File: src/rtl/riscv_pkg.sv
// Shared RISC-V core definitions.
//   XLEN        : datapath width
//   xlen_t      : one register-wide value
//   reg_addr_t  : architectural register index (x0..x31)
//   rf_wr_req_t : one pending register-file write {rd, data}
//   REG_ZERO    : index of the hard-wired zero register
package riscv_pkg;

  localparam int unsigned XLEN = 32;

  typedef logic [XLEN-1:0] xlen_t;
  typedef logic [4:0]      reg_addr_t;

  localparam reg_addr_t REG_ZERO = 5'd0;

  typedef struct packed {
    reg_addr_t rd;
    xlen_t     data;
  } rf_wr_req_t;

endpackage

File: src/rtl/rf_wr_fifo.sv
// Synchronous FIFO of pending register-file writes with per-entry rd compare.
//   clk, rst          : clock, synchronous active-high reset (empties the FIFO)
//   push, push_req    : append push_req at the tail (caller guarantees not full)
//   pop               : drop the head entry (caller guarantees not empty)
//   head              : current head entry
//   count             : occupancy, 0..DEPTH
//   chk_a/chk_b/chk_c : register addresses to look up among live entries
//   hit               : per-slot flag, live entry whose rd equals a non-zero chk_*
module rf_wr_fifo
  import riscv_pkg::*;
#(
  parameter int unsigned DEPTH = 2
) (
  input  logic                   clk,
  input  logic                   rst,
  input  logic                   push,
  input  rf_wr_req_t             push_req,
  input  logic                   pop,
  output rf_wr_req_t             head,
  output logic [$clog2(DEPTH):0] count,
  input  reg_addr_t              chk_a,
  input  reg_addr_t              chk_b,
  input  reg_addr_t              chk_c,
  output logic [DEPTH-1:0]       hit
);

  localparam int unsigned PW = $clog2(DEPTH);
  localparam int unsigned CW = PW + 1;

  rf_wr_req_t    mem [DEPTH];
  logic [PW-1:0] rd_ptr;
  logic [PW-1:0] wr_ptr;

  always_ff @(posedge clk) begin
    if (rst) begin
      rd_ptr <= '0;
      wr_ptr <= '0;
      count  <= '0;
    end else begin
      if (push) wr_ptr <= wr_ptr + PW'(1);
      if (pop)  rd_ptr <= rd_ptr + PW'(1);
      case ({push, pop})
        2'b10:   count <= count + CW'(1);
        2'b01:   count <= count - CW'(1);
        default: count <= count;
      endcase
    end
  end

  // Storage needs no reset: liveness is derived from the pointers and count.
  always_ff @(posedge clk) begin
    if (push) mem[wr_ptr] <= push_req;
  end

  assign head = mem[rd_ptr];

  // A slot is live when its distance from the read pointer (mod DEPTH) is
  // below the occupancy; this also covers the full case where rd_ptr==wr_ptr.
  always_comb begin
    hit = '0;
    for (int unsigned i = 0; i < DEPTH; i++) begin
      if (CW'(PW'(PW'(i) - rd_ptr)) < count) begin
        hit[i] = (chk_a != REG_ZERO && chk_a == mem[i].rd) ||
                 (chk_b != REG_ZERO && chk_b == mem[i].rd) ||
                 (chk_c != REG_ZERO && chk_c == mem[i].rd);
      end
    end
  end

endmodule

File: src/rtl/regfile_wb_arbiter.sv
// Register-file write-port arbiter between the WB stage and a multi-cycle unit.
//   clk, rst                   : clock, synchronous active-high reset
//   wb_valid/wb_rd/wb_data     : WB stage result (never back-pressured, wins the port)
//   mc_valid/mc_ready/mc_rd/mc_data : multi-cycle result handshake into the FIFO
//   rf_we/rf_rd_addr/rf_rd_data: register-file write port
//   wb_stall                   : asks the hazard unit for a WB bubble (FIFO starving)
//   chk_rs1/chk_rs2/chk_rd     : decode-stage addresses checked against pending writes
//   pend_hit                   : some non-zero chk_* matches a buffered rd
//   buf_count                  : FIFO occupancy
module regfile_wb_arbiter
  import riscv_pkg::*;
#(
  parameter int unsigned BUF_DEPTH    = 2,
  parameter int unsigned STARVE_LIMIT = 4
) (
  input  logic                       clk,
  input  logic                       rst,
  input  logic                       wb_valid,
  input  logic [4:0]                 wb_rd,
  input  logic [XLEN-1:0]            wb_data,
  input  logic                       mc_valid,
  output logic                       mc_ready,
  input  logic [4:0]                 mc_rd,
  input  logic [XLEN-1:0]            mc_data,
  output logic                       rf_we,
  output logic [4:0]                 rf_rd_addr,
  output logic [XLEN-1:0]            rf_rd_data,
  output logic                       wb_stall,
  input  logic [4:0]                 chk_rs1,
  input  logic [4:0]                 chk_rs2,
  input  logic [4:0]                 chk_rd,
  output logic                       pend_hit,
  output logic [$clog2(BUF_DEPTH):0] buf_count
);

  localparam int unsigned CW = $clog2(BUF_DEPTH) + 1;
  localparam int unsigned SW = $clog2(STARVE_LIMIT + 1);

  logic                 fifo_empty;
  logic                 wb_take;
  logic                 push;
  logic                 pop;
  rf_wr_req_t           head;
  rf_wr_req_t           push_req;
  logic [BUF_DEPTH-1:0] hit;
  logic [SW-1:0]        starve_cnt;
  logic [SW-1:0]        starve_nxt;

  assign fifo_empty = (buf_count == '0);
  assign mc_ready   = !rst && (buf_count < CW'(BUF_DEPTH));
  // Writes to x0 complete the handshake but are never buffered.
  assign push       = mc_valid && mc_ready && (mc_rd != REG_ZERO);
  // A WB write to x0 leaves the slot free for the FIFO head.
  assign wb_take    = wb_valid && (wb_rd != REG_ZERO);
  assign pop        = !rst && !wb_take && !fifo_empty;
  assign push_req   = '{rd: mc_rd, data: mc_data};
  assign pend_hit   = !rst && (|hit);

  rf_wr_fifo #(
    .DEPTH (BUF_DEPTH)
  ) u_fifo (
    .clk      (clk),
    .rst      (rst),
    .push     (push),
    .push_req (push_req),
    .pop      (pop),
    .head     (head),
    .count    (buf_count),
    .chk_a    (chk_rs1),
    .chk_b    (chk_rs2),
    .chk_c    (chk_rd),
    .hit      (hit)
  );

  always_comb begin
    rf_we      = 1'b0;
    rf_rd_addr = '0;
    rf_rd_data = '0;
    if (!rst) begin
      if (wb_take) begin
        rf_we      = 1'b1;
        rf_rd_addr = wb_rd;
        rf_rd_data = wb_data;
      end else if (pop) begin
        rf_we      = 1'b1;
        rf_rd_addr = head.rd;
        rf_rd_data = head.data;
      end
    end
  end

  always_comb begin
    starve_nxt = starve_cnt;
    if (pop || fifo_empty)
      starve_nxt = '0;
    else if (starve_cnt != SW'(STARVE_LIMIT))
      starve_nxt = starve_cnt + SW'(1);
  end

  always_ff @(posedge clk) begin
    if (rst) begin
      starve_cnt <= '0;
      wb_stall   <= 1'b0;
    end else begin
      starve_cnt <= starve_nxt;
      if (pop)
        wb_stall <= 1'b0;
      else if (starve_nxt == SW'(STARVE_LIMIT))
        wb_stall <= 1'b1;
    end
  end

endmodule

File: config.mk
export PLATFORM = sky130hd
export DESIGN_NAME = regfile_wb_arbiter
export DESIGN_NICKNAME = d
export VERILOG_FILES = /design/src/rtl/riscv_pkg.sv /design/src/rtl/rf_wr_fifo.sv /design/src/rtl/regfile_wb_arbiter.sv
export SDC_FILE = /design/constraint.sdc
export NUM_CORES = 1
export LEC_CHECK = 0
export CAP_MARGIN = 20
export CORE_AREA = 3 3 75 147
export CTS_CLUSTER_DIAMETER = 30
export DETAILED_ROUTE_END_ITERATION = 10
export DIE_AREA = 0 0 78 150
export PLACE_DENSITY = 0.73
export SETUP_SLACK_MARGIN = 0.05
export SLEW_MARGIN = 0
export SYNTH_ARGS = -nofsm -noshare
export SYNTH_HDL_FRONTEND = slang
export SYNTH_SLANG_ARGS = --single-unit
export TNS_END_PERCENT = 100
File: constraint.sdc
create_clock -name clk -period 2.7 [get_ports clk]
set_input_delay 0.54 -clock clk [delete_from_list [all_inputs] [get_ports clk]]
set_output_delay 0.54 -clock clk [all_outputs]
set_load 0.05 [all_outputs]
== After elaboration in Yosys (flattened, before gate mapping) ==
Memory sizes are Yosys's and may differ from the RTL's. A register that Yosys moved wholly into a read port is not among the register bits.
Index checks and enable logic that the tools add are counted.
Cells by class
  add/subtract/negate cells: 7
  $lt $le $gt $ge: 3
  equal/unequal tests: 10
  multiplexer cells: 18
  reductions and logical operators: 30
Operator list (count)
  $mux 32: 3
  $eq 5x5->1: 6
  $reduce_bool 5->1: 5
  $mux 5: 3
  $logic_and 1x1->1: 13
  $mux 1: 9
  $mux 3: 2
  $logic_or 1x1->1: 5
  $lt 1x2->1: 2
  $pmux 2 s2: 1
  $reduce_or 2->1: 2
  $add 3x1->3 const B: 1
  $eq 3x3->1 const B: 1
  $logic_not 1->1: 3
  $ne 3x3->1 const B: 1
  $add 1x1->1 const B: 2
  $add 2x1->2 const B: 1
  $eq 2x1->1 const B: 1
  $eq 2x2->1 const B: 1
  $logic_not 2->1: 1
  $lt 2x2->1 const B: 1
  $reduce_bool 2->1: 1
  $sub 1x1->1 const A: 2
  $sub 2x1->2 const B: 1
Storage, ports and cells
  register bits: 8
  RAM bits: 74
  output and inout bits: 43
  logic and storage cells: 74
  memories kept: 1
Memory list
  u_fifo.mem: depth 2, bits a word 37, read ports 3, clocked after memory_dff 1, wr ports 1, RTL line rf_wr_fifo.sv:30  | rf_wr_req_t mem [DEPTH];

== Longest topological paths before layout ==
Gate-level depths: netlist of the first run.
  depth in word-level cells: 8
  gate-level depth with buffers: 8

== Cells and area by module ==
Synthesis of the first run repeated with hierarchy kept, for this count alone.
Unflattened totals
  cell total of the unflattened synthesis: 357
  area, all modules: 4341.7 µm²
By module, submodules not included
  rf_wr_fifo: times used 1, cells an instance 191, area an instance 3253.1 µm², sequential area each 2322.2 µm²
  regfile_wb_arbiter: times used 1, cells an instance 166, area an instance 1088.5 µm², sequential area each 80.1 µm²

== Worst setup path after synthesis of the first run ==
Ideal clock, no wire load.
  path kind: register -> register
  start point: register u_fifo.count[1]
  end point: memory u_fifo.mem[0][0] (netlist bit) (enable)
  setup time: 0.431 ns
  arrival: 3.249 ns
  path slack: -0.980 ns
  stages on the path, launching flop included: 4
  path buffers: 0
  clock period less this slack: 3.680 ns
  cells stage by stage: dfxtp_1 -> nor2_1 -> o211ai_1 -> nor2_1
On the way
  cells in the longest elaborated chain, start to end: 6
Ends and longest elaborated chain
  start: declaration: RTL line rf_wr_fifo.sv:20  | output logic [$clog2(DEPTH):0] count,
  start signal: assignment: RTL line rf_wr_fifo.sv:43  | 2'b10: count <= count + CW'(1);
  start signal: assignment: RTL line rf_wr_fifo.sv:44  | 2'b01: count <= count - CW'(1);
  start signal: assignment: RTL line rf_wr_fifo.sv:45  | default: count <= count;
  $lt 2x2->1: RTL line regfile_wb_arbiter.sv:50  | assign mc_ready = !rst && (buf_count < CW'(BUF_DEPTH));
  $logic_and 1x1->1: RTL line regfile_wb_arbiter.sv:50
  named net mc_ready: RTL line regfile_wb_arbiter.sv:22  | output logic mc_ready,
  $logic_and 1x1->1 (2 in series): RTL line regfile_wb_arbiter.sv:52  | assign push = mc_valid && mc_ready && (mc_rd != REG_ZERO);
  $mux 1: RTL line rf_wr_fifo.sv:52  | if (push) mem[wr_ptr] <= push_req;
  $mux 1 (not written as such): RTL line rf_wr_fifo.sv:52
  end: declaration: RTL line rf_wr_fifo.sv:30
The timed path passes the listed nets, and every way through them passes these cells.

== Worst setup path in the final report of the first run ==
  start point: input port wb_rd[3]
  end point: output port rf_rd_addr[2]
On the way
  cells in the longest elaborated chain, start to end: 8
Ends and longest elaborated chain
  start: declaration: RTL line regfile_wb_arbiter.sv:19  | input logic [4:0] wb_rd,
  $reduce_bool 5->1 *: RTL line regfile_wb_arbiter.sv:54  | assign wb_take = wb_valid && (wb_rd != REG_ZERO);
  $logic_and 1x1->1 *: RTL line regfile_wb_arbiter.sv:54
  $logic_not 1->1: RTL line regfile_wb_arbiter.sv:55  | assign pop = !rst && !wb_take && !fifo_empty;
  $logic_and 1x1->1 (2 in series): RTL line regfile_wb_arbiter.sv:55
  $mux 5: RTL line regfile_wb_arbiter.sv:84  | end else if (pop) begin
  $mux 5 *: RTL line regfile_wb_arbiter.sv:80  | if (wb_take) begin
  $mux 5 *: RTL line regfile_wb_arbiter.sv:79  | if (!rst) begin
  end: declaration: RTL line regfile_wb_arbiter.sv:26  | output logic [4:0] rf_rd_addr,
Mark *: on every way between the ends. The rest lies on a longest branch, timed or not.

==> metrics.txt, run 1 <==
outcome=complete, but fails checks; violated checks=setup timing; Multi-input gate area=2530 um^2; worst skew pair latency=0.34 ns; Root Buffer=clkbuf_16; Core ar.=10,150 um^2; final WL=13.10 mm; CTS H-tree lvls=3; largest net degree at the start of global routing=50; routed len/inst=19.91 um; worst r2r path cells=8; port bufs=135; Worst Clk Skew=0.005549 ns; via count=3,506; CTS sink count=83; Syn Inst Count=346; Initial Util=0.3976; total grt overflow=0; final setup vio count=14; critical path, cell by cell=buf_6 > or4_4 > buf_6 > o21a_4 > nor3_4 > a22oi_2 > nor2_2 > buf_12; Antenna diodes=0; CP Buf/Inv Count=3; Setup CP Type=input port to output pin; row cnt=52; synthesized cell area=4035 um^2; DR pass1 iterations=4; RR Startpoint=u_fifo.count[1]$_SDFFE_PP0P_; Worst Hold Class=register to register; CP max FO=6; Slowest-stage cell, CP=or4_4; GR Util All Layers=0.2215; first-pass GRT wire length=19.48 mm; Final WS setup=-0.1491 ns; drt first-iter violations=155; die area=11,700 um^2; Yosys cell types=29; Via-to-Cell Ratio=5.328; Hold EP=wb_stall$_SDFFE_PP0N_; Slew Limit Fails=0; layout cell share with drive strength beyond 1=0.4551; worst rel slew slack=0.5547; leakage power=2.582 nW; die height=150 um; CTS tree=built; pwr/cell area=528.6 nW/um^2; reg2reg setup slack=0.40 ns; DP Area=6416 um^2; initial antenna violation count=0; synthesized area per cell=11.66 um^2; Max-Cap Viols=0; I/O pin total=136; sequential area share after synthesis=0.5953; most used cell, CP=buf_6; Slew @ Worst Pin=0.6663 ns; vias in the first global route=3,721; hold depth=3; start point of the critical path=wb_rd[3]; crit-path max cell delay=0.58 ns; total power draw=4.048 mW; syn_nets=442; Antenna Violating Nets Remaining=0; Post-DP HPWL=8.449 mm; final net count=614; RSZ-0062 raised after global routing=true; Max rail drop VDD=0.4558 mV; Clock Pin Slew Worst Setup and Hold Paths=0.06 ns; CP top delay family=simple AND/OR/NAND/NOR gates; CTS buffer count=9; Sequential Area=2404 um^2; Worst Path Required=2.16 ns; # fillers=644; critical register-to-register path endpoint=u_fifo.count[1]$_SDFFE_PP0P_; RePlAce Congestion=0.7858; area delta synth->final=89.80%; Die W=78 um; hold_ws=0.5535 ns; Seq cells post-synth=83; Tcrit/Tclk final=1.055; Final min period=2.849 ns; min-delay src=wb_stall$_SDFFE_PP0N_; Clock Tree Buf Depth=2; CP Launch Type=input port; # DRC=0; fin area=7659 um^2; crit end category=output pin; synth warn=0; endpoints failing hold=0; fmax=351.0 MHz; critical path arrival=2.31 ns
[flip-flops by register name, summed over array words and instances, names as in the netlist, named ones only]
name,count
starve_cnt,3
u_fifo.rd_ptr,1
wb_stall,1
u_fifo.count,2
u_fifo.mem,74
u_fifo.wr_ptr,1
[cells in the mapped netlist, drive strengths merged]
cell	instances	area (um^2)
mux2i	35	350.3
inv	4	15.01
a22oi	2	15.01
o21ai	4	20.02
or4	6	45.04
buf	10	55.05
nand3	6	30.03
a21oi	40	200.2
nand2b	1	6.260
nor4b	1	8.760
dfxtp	9	180.2
o21a	2	15.01
ha	3	37.54
or3	2	12.51
nor2	50	187.7
o31ai	2	15.01
clkbuf	11	41.29
xor2	13	113.9
o211a	1	10.01
nand2	3	11.26
o211ai	1	7.510
edfxtp	74	2222
xnor2	21	183.9
nor3	36	185.2
mux2	2	22.52
nor4	7	43.79
[worst reg2reg max path, cell delays in order, from the launching register on]
cell and delay [ns]:
dfxtp_1 0.39, nor2_4 0.26, buf_12 0.41, nor3_4 0.13
buf_4 0.16, buf_4 0.12, ha_1 0.28, or3_1 0.35
a21oi_1 0.14
[how the worst max path moves through the flow]
stage / end / slack (ns) / cells after the start
finish: rf_rd_addr[2] / -0.15 / 8
global route: rf_rd_addr[2] / -0.19 / 8
CTS: rf_rd_addr[2] / -0.09 / 8
detailed placement: rf_rd_data[26] / -0.64 / 8
global placement: rf_rd_data[26] / -0.63 / 8
floorplan: rf_rd_addr[4] / -0.02 / 4
[per-stage QoR]
step / setup WS (ns) / utilization / std cells / setup TNS, ns
6_report: -0.1491 / 0.7546 / 658 / -0.8452
5_1_grt: -0.1919 / 0.7546 / 658 / -1.651
4_1_cts: -0.09489 / 0.7422 / 652 / -0.7412
3_5_place_dp: -0.6399 / 0.6322 / 625 / -25.19
3_3_place_gp: -0.6254 / 0.6322 / 625 / -20.66
2_1_floorplan: -0.02018 / - / 346 / -0.02018
[placed cells by master (no fill, tap or decap), types with 10 or more instances in the layout]
| master | n |
|---|---|
| a21oi_2 | 25 |
| buf_12 | 46 |
| buf_4 | 31 |
| clkdlybuf4s50_1 | 73 |
| dlygate4sd2_1 | 10 |
| edfxtp_1 | 74 |
| mux2i_1 | 35 |
| nor2_4 | 39 |
| nor3_4 | 34 |
| xnor2_1 | 21 |
| xor2_1 | 12 |
[logic make-up (layout without fill, tap and decap cells)]
family,count (synthesis),after routing,synth area share
adders and majority gates,3,3,0.009303
DFF,83,83,0.5953
and+or+nand+nor,112,112,0.1315
buffers and inverters,25,200,0.02760
xor gates and xnor gates,34,34,0.07380
muxes,37,37,0.09240
AOI/OAI and AO/OA,52,54,0.07007
[power by group]
part           leakage (nW)  switching [mW]  total, mW  internal, mW
Clock                 0.141           0.507       1.23         0.728
Combinational          1.69           0.716       1.30         0.584
Sequential            0.752          0.0475       1.51          1.47
Total                  2.58            1.27       4.05          2.78
[timing repair]
action,in CTS,in global routing
setup endpoints to repair,41,38
setup buffers,5,7
hold buffers,0,0
pin swaps,47,35
cloned,6,0
resized for setup,165,22
[layer usage]
layer	up-vias	GRT usage	share of wire
met5	-	0	0
met4	0	0.1121	0.052
met3	45	0.04036	0.047
met2	127	0.4399	0.60
met1	1702	0.2079	0.30
li1	1632	-	-
[area by class of cell]
class | count | area share
Timing Repair Buffer | 180 | 0.2923
Clock buffer | 10 | 0.02990
Inverter | 4 | 0.001960
Multi-Input combinational cell | 240 | 0.3303
Sequential cell | 83 | 0.3138
Tap cell | 135 | 0.02206
Clock inverter | 6 | 0.009639
No activity file was read; power rests on OpenSTA's default activity.
==> run 2: changes to the inputs <==
--- a/config.mk
+++ b/config.mk
@@ -5,14 +5,14 @@
 export SDC_FILE = /design/constraint.sdc
 export NUM_CORES = 1
 export LEC_CHECK = 0
-export CAP_MARGIN = 20
 export CORE_AREA = 3 3 75 147
 export CTS_CLUSTER_DIAMETER = 30
 export DETAILED_ROUTE_END_ITERATION = 10
 export DIE_AREA = 0 0 78 150
+export GPL_TIMING_DRIVEN = 1
 export PLACE_DENSITY = 0.73
 export SETUP_SLACK_MARGIN = 0.05
-export SLEW_MARGIN = 0
+export SLEW_MARGIN = 20
 export SYNTH_ARGS = -nofsm -noshare
 export SYNTH_HDL_FRONTEND = slang
 export SYNTH_SLANG_ARGS = --single-unit
==> metrics.txt, run 2 (synthesis results as in run 1) <==
first-pass GRT wire length=19.48 mm (unchanged); I/O pin total=136 (unchanged); max reg flops=74 (unchanged); die height=150 um (unchanged); CP max FO=4 (was 6); Slowest-stage cell, CP=or4_4 (unchanged); via count=3,475 (was 3,506); Initial Util=0.3976 (unchanged); commonest non-fill, non-tap cell in the layout=edfxtp_1 (unchanged); most frequent cells in the layout=74 x edfxtp_1, 73 x clkdlybuf4s50_1, 45 x buf_12 (was 74 x edfxtp_1, 73 x clkdlybuf4s50_1, 46 x buf_12); largest net degree at the start of global routing=50 (unchanged); Final WS setup=-0.1318 ns (was -0.1491 ns); hold_ws=0.5535 ns (about the same); DR pass1 iterations=4 (unchanged); vias in the first global route=3,721 (unchanged); Setup CP Type=input port to output pin (unchanged); fin area=7651 um^2 (was 7659 um^2); endpoints failing hold=0 (unchanged); Top reg by flops=u_fifo.mem (unchanged); CP Buf/Inv Count=3 (unchanged); layout cell share with drive strength beyond 1=0.4530 (was 0.4551); Sequential Area=2404 um^2 (unchanged); Worst Hold Class=register to register (unchanged); leakage power=2.575 nW (was 2.582 nW); CTS tree=built (unchanged); Multi-input gate area=2530 um^2 (unchanged); Core ar.=10,150 um^2 (unchanged); # DRC=0 (unchanged); CTS buffer count=9 (unchanged); outcome=complete, but fails checks (unchanged); crit end category=output pin (unchanged); pwr/cell area=528.6 nW/um^2 (about the same); worst skew pair latency=0.34 ns (about the same); Worst Clk Skew=0.003740 ns (was 0.005549 ns); violated checks=setup timing (unchanged); routed len/inst=19.88 um (was 19.91 um); Max rail drop VDD=0.4552 mV (was 0.4558 mV); Max-Cap Viols=0 (unchanged); die area=11,700 um^2 (unchanged); drt first-iter violations=136 (was 155); Clock Pin Slew Worst Setup and Hold Paths=0.06 ns (about the same); initial antenna violation count=0 (unchanged); CTS sink count=83 (unchanged); CP Launch Type=input port (unchanged); RePlAce Congestion=0.7858 (unchanged); Tcrit/Tclk final=1.049 (was 1.055); GR Util All Layers=0.2215 (unchanged); worst rel slew slack=0.5560 (was 0.5547); Post-DP HPWL=8.449 mm (unchanged); final setup vio count=14 (unchanged); final WL=13.04 mm (was 13.10 mm); RSZ-0062 raised after global routing=true (unchanged); crit-path max cell delay=0.58 ns (about the same); critical path, cell by cell=buf_6 > or4_4 > buf_6 > o21a_4 > nor3_4 > a22oi_2 > nor2_2 > buf_12 (unchanged); TNS Setup=-0.8761 ns (was -0.8452 ns); # fillers=647 (was 644); DP Area=6416 um^2 (unchanged); fin util=0.7538 (was 0.7546); fmax=353.1 MHz (was 351.0 MHz); Slew @ Worst Pin=0.6644 ns (was 0.6663 ns); row cnt=52 (unchanged); port bufs=135 (unchanged); hold buffers post-CTS=0 (unchanged); final net count=612 (was 614); most used cell, CP=buf_6 (unchanged); total power draw=4.045 mW (was 4.048 mW); Antenna diodes=0 (unchanged); Die W=78 um (unchanged); Antenna Violating Nets Remaining=0 (unchanged); CTS H-tree lvls=3 (unchanged); CP top delay family=simple AND/OR/NAND/NOR gates (unchanged); total grt overflow=0 (unchanged); Final min period=2.832 ns (was 2.849 ns); Clock Tree Buf Depth=2 (unchanged); Largest regs=u_fifo.mem (74), starve_cnt (3), u_fifo.count (2) (unchanged); critical path arrival=2.29 ns (was 2.31 ns); Worst Path Required=2.16 ns (about the same); Via-to-Cell Ratio=5.297 (was 5.328); area delta synth->final=89.61% (was 89.80%); Root Buffer=clkbuf_16 (unchanged); Slew Limit Fails=0 (unchanged)
## run 2: path summary, 6_finish.rpt
path,slack (ns),to,from,cells after the start
setup / recovery,-0.13,rf_rd_addr[2],wb_rd[3],8
hold / removal,0.55,wb_stall$_SDFFE_PP0N_,wb_stall$_SDFFE_PP0N_,3
setup reg to reg,0.40,u_fifo.count[1]$_SDFFE_PP0P_,u_fifo.count[1]$_SDFFE_PP0P_,8
hold reg to reg,0.55,wb_stall$_SDFFE_PP0N_,wb_stall$_SDFFE_PP0N_,3
## run 2: what timing repair did
| action | in CTS | in global routing |
|---|---|---|
| cloned | 6 | 0 |
| gates resized for setup | 165 | 22 |
| buffers inserted | 5 | 5 |
| endpoints found under the setup margin | 41 | 38 |
| pin swaps | 47 | 37 |
## run 2: worst reg2reg max path: stages, from the launching register on
cell	delay, ns
dfxtp_1	0.39
nor2_4	0.26
buf_12	0.42
nor3_4	0.12
buf_4	0.16
buf_4	0.12
ha_1	0.28
or3_1	0.35
a21oi_1	0.14
## run 2: cell type report
class	count	area share
clock buffers	10	0.02993
clock inverters	6	0.009648
inverters	4	0.001962
multi-input cells	240	0.3307
flip-flops and latches	83	0.3141
well taps	135	0.02208
repair buffers	178	0.2916
## run 2: power breakdown
group	internal (mW)	total (mW)	switching (mW)
clock network	0.728	1.23	0.505
registers	1.47	1.51	0.0479
logic	0.583	1.30	0.716
total	2.78	4.04	1.27
## run 2: through the flow
step	instances	setup WS [ns]
2_1_floorplan	346	-0.02018
3_3_place_gp	625	-0.6254
3_5_place_dp	625	-0.6399
4_1_cts	652	-0.09489
5_1_grt	656	-0.1803
6_report	656	-0.1318
## run 2: routing by layer
layer | track usage | wire length, um
met5 | 0 | 0
met4 | 0.1121 | 715
met3 | 0.04036 | 530
met2 | 0.4399 | 7754
met1 | 0.2079 | 4044
==> run 3: changes to the inputs <==
--- a/config.mk
+++ b/config.mk
@@ -5,15 +5,15 @@
 export SDC_FILE = /design/constraint.sdc
 export NUM_CORES = 1
 export LEC_CHECK = 0
-export CORE_AREA = 3 3 75 147
+export CORE_AREA = 2 2 68 134
 export CTS_CLUSTER_DIAMETER = 30
 export DETAILED_ROUTE_END_ITERATION = 10
-export DIE_AREA = 0 0 78 150
+export DIE_AREA = 0 0 70 136
 export GPL_TIMING_DRIVEN = 1
-export PLACE_DENSITY = 0.73
+export PLACE_DENSITY = 0.82
 export SETUP_SLACK_MARGIN = 0.05
 export SLEW_MARGIN = 20
 export SYNTH_ARGS = -nofsm -noshare
 export SYNTH_HDL_FRONTEND = slang
 export SYNTH_SLANG_ARGS = --single-unit
-export TNS_END_PERCENT = 100
+export TNS_END_PERCENT = 5
==> constraint.sdc (replaced) <==
create_clock -name clk -period 3.7 [get_ports clk]
set_input_delay 0.74 -clock clk [delete_from_list [all_inputs] [get_ports clk]]
set_output_delay 0.74 -clock clk [all_outputs]
set_load 0.05 [all_outputs]
==> metrics.txt, run 3 (synthesis results as in run 1) <==
CP Launch Type=input port (unchanged); drt first-iter violations=164 (was 136); Clock Pin Slew Worst Setup and Hold Paths=0.06 ns (about the same); final setup vio count=0 (was 14); Clock Tree Buf Depth=2 (unchanged); pwr/cell area=411.9 nW/um^2 (was 528.6 nW/um^2); RSZ-0062 raised after global routing=true (unchanged); Root Buffer=clkbuf_16 (unchanged); Final min period=3.603 ns; Max-Cap Viols=0 (unchanged); Largest regs=u_fifo.mem (74), starve_cnt (3), u_fifo.count (2) (unchanged); worst rel slew slack=0.2944 (was 0.5560); Antenna Violating Nets Remaining=0 (unchanged); Die W=70 um (was 78 um); row cnt=48 (was 52); Slew @ Worst Pin=1.056 ns (was 0.6644 ns); Setup CP Type=input port to output pin (unchanged); area delta synth->final=52.53% (was 89.61%); total power draw=2.535 mW (was 4.045 mW); cell count after placement=568 (was 625); Antenna diodes=0 (unchanged); Worst Clk Skew=0.002804 ns (was 0.003740 ns); endpoints failing hold=0 (unchanged); Tcrit/Tclk final=0.9737; Top reg by flops=u_fifo.mem (unchanged); via count=3,233 (was 3,475); GR Util All Layers=0.2274 (was 0.2215); Via-to-Cell Ratio=5.536 (was 5.297); Max rail drop VDD=0.6132 mV (was 0.4552 mV); crit end category=output pin (unchanged); port bufs=135 (unchanged); Post-DP HPWL=7.907 mm (was 8.449 mm); layout cell share with drive strength beyond 1=0.1570 (was 0.4530); critical path arrival=2.86 ns (was 2.29 ns); worst r2r path cells=6 (was 8); CTS H-tree lvls=3 (unchanged); total grt overflow=0 (unchanged); routed len/inst=18.09 um (was 19.88 um); initial antenna violation count=0 (unchanged); worst skew pair latency=0.33 ns (was 0.34 ns); die height=136 um (was 150 um); final net count=575 (was 612); # DRC=0 (unchanged); final WL=10.56 mm (was 13.04 mm); CTS tree=built (unchanged); CTS buffer count=9 (unchanged); fmax=277.6 MHz; DR pass1 iterations=4 (unchanged); commonest non-fill, non-tap cell in the layout=clkdlybuf4s50_1 (was edfxtp_1); Non-Filler Instances=584 (was 656); RePlAce Congestion=0.8535 (was 0.7858); outcome=finished clean (was complete, but fails checks); Slew Limit Fails=0 (unchanged); hold depth=2 (was 3); leakage power=2.062 nW (was 2.575 nW); Worst Path Required=2.96 ns (was 2.16 ns); max reg flops=74 (unchanged); vias in the first global route=3,352 (was 3,721); largest net degree at the start of global routing=43 (was 50); Core ar.=8528 um^2 (was 10,150 um^2); Initial Util=0.4732 (was 0.3976); die area=9520 um^2 (was 11,700 um^2); CP max FO=35 (was 4); hold buffers post-CTS=0 (unchanged); CTS sink count=83 (unchanged); most frequent cells in the layout=95 x clkdlybuf4s50_1, 74 x edfxtp_1, 44 x nor2_1 (was 74 x edfxtp_1, 73 x clkdlybuf4s50_1, 45 x buf_12); Worst Hold Class=register to register (unchanged); I/O pin total=136 (unchanged); hold_ws=0.5560 ns (was 0.5535 ns); first-pass GRT wire length=16.48 mm (was 19.48 mm)
==> run 3: changes by cell type in the layout (fill, tap and decap cells not counted), sizes merged, moves of 2 or more <==
cell and delta:
clkdlybuf4s50 +22, dlymetal6s2s -3, inv -2, o21a -2, clkinv +3, dlygate4sd2 -10
buf -40, clkdlybuf4s15 -4
==> run 3: per-stage QoR <==
| step | setup WS [ns] | setup TNS (ns) | utilization | cell area (um^2) |
|---|---|---|---|---|
| global route | 0.02033 | 0 | 0.7217 | 6155 |
| finish | 0.09745 | 0 | 0.7217 | 6155 |
| global placement | 0.04662 | 0 | 0.6872 | 5861 |
| detailed placement | 0.01986 | 0 | 0.6872 | 5861 |
| floorplan | -0.1271 | -9.404 | - | 4035 |
| CTS | 0.01958 | 0 | 0.7186 | 6128 |
==> run 3: routing by layer <==
layer / wire length, um / up-vias / global-route usage
met5: 0 / - / 0
met1: 3456 / 1560 / 0.2186
met4: 536 / 0 / 0.1314
li1: - / 1542 / -
met3: 308 / 33 / 0.04225
met2: 6262 / 98 / 0.4381
==> run 3: final timing paths <==
kind	slack, ns	end	start
worst max-delay path	0.1	rf_rd_data[14]	wb_rd[0]
worst min-delay path	0.56	register	u_fifo.rd_ptr$_SDFFE_PP0P_
worst max register to register	1.25	u_fifo.count[1]$_SDFFE_PP0P_	u_fifo.count[1]$_SDFFE_PP0P_
worst min register to register	0.56	register	u_fifo.rd_ptr$_SDFFE_PP0P_
==> run 3: repair_timing <==
| action | in CTS | in global routing |
|---|---|---|
| cloned | 0 | 0 |
| setup endpoints to repair | 2 | 24 |
| gates resized for setup | 1 | 7 |
| setup buffers | 0 | 0 |
==> run 3: layout make-up <==
type | instances | area, um^2
flip-flops and latches | 83 | 2404
fillers | 586 | 2374
repair buffers | 143 | 1775
multi-input cells | 238 | 1573
clock buffers | 11 | 232.7
well taps | 100 | 125.1
clock inverters | 5 | 30.03
inverters | 4 | 15.01
==> run 3: power by group <==
part	switching [mW]	internal [mW]	total [mW]
Sequential	0.0405	1.07	1.11
Combinational	0.344	0.306	0.649
Clock	0.324	0.450	0.775
Total	0.709	1.83	2.54
==> run 3: critical path, cell delays in order <==
cell and delay, ns:
clkdlybuf4s50_1 0.41, or4_1 0.55, o21a_2 0.27, buf_12 0.17, nor3_2 0.27, a21oi_1 0.07
nor2_1 0.20, buf_12 0.17
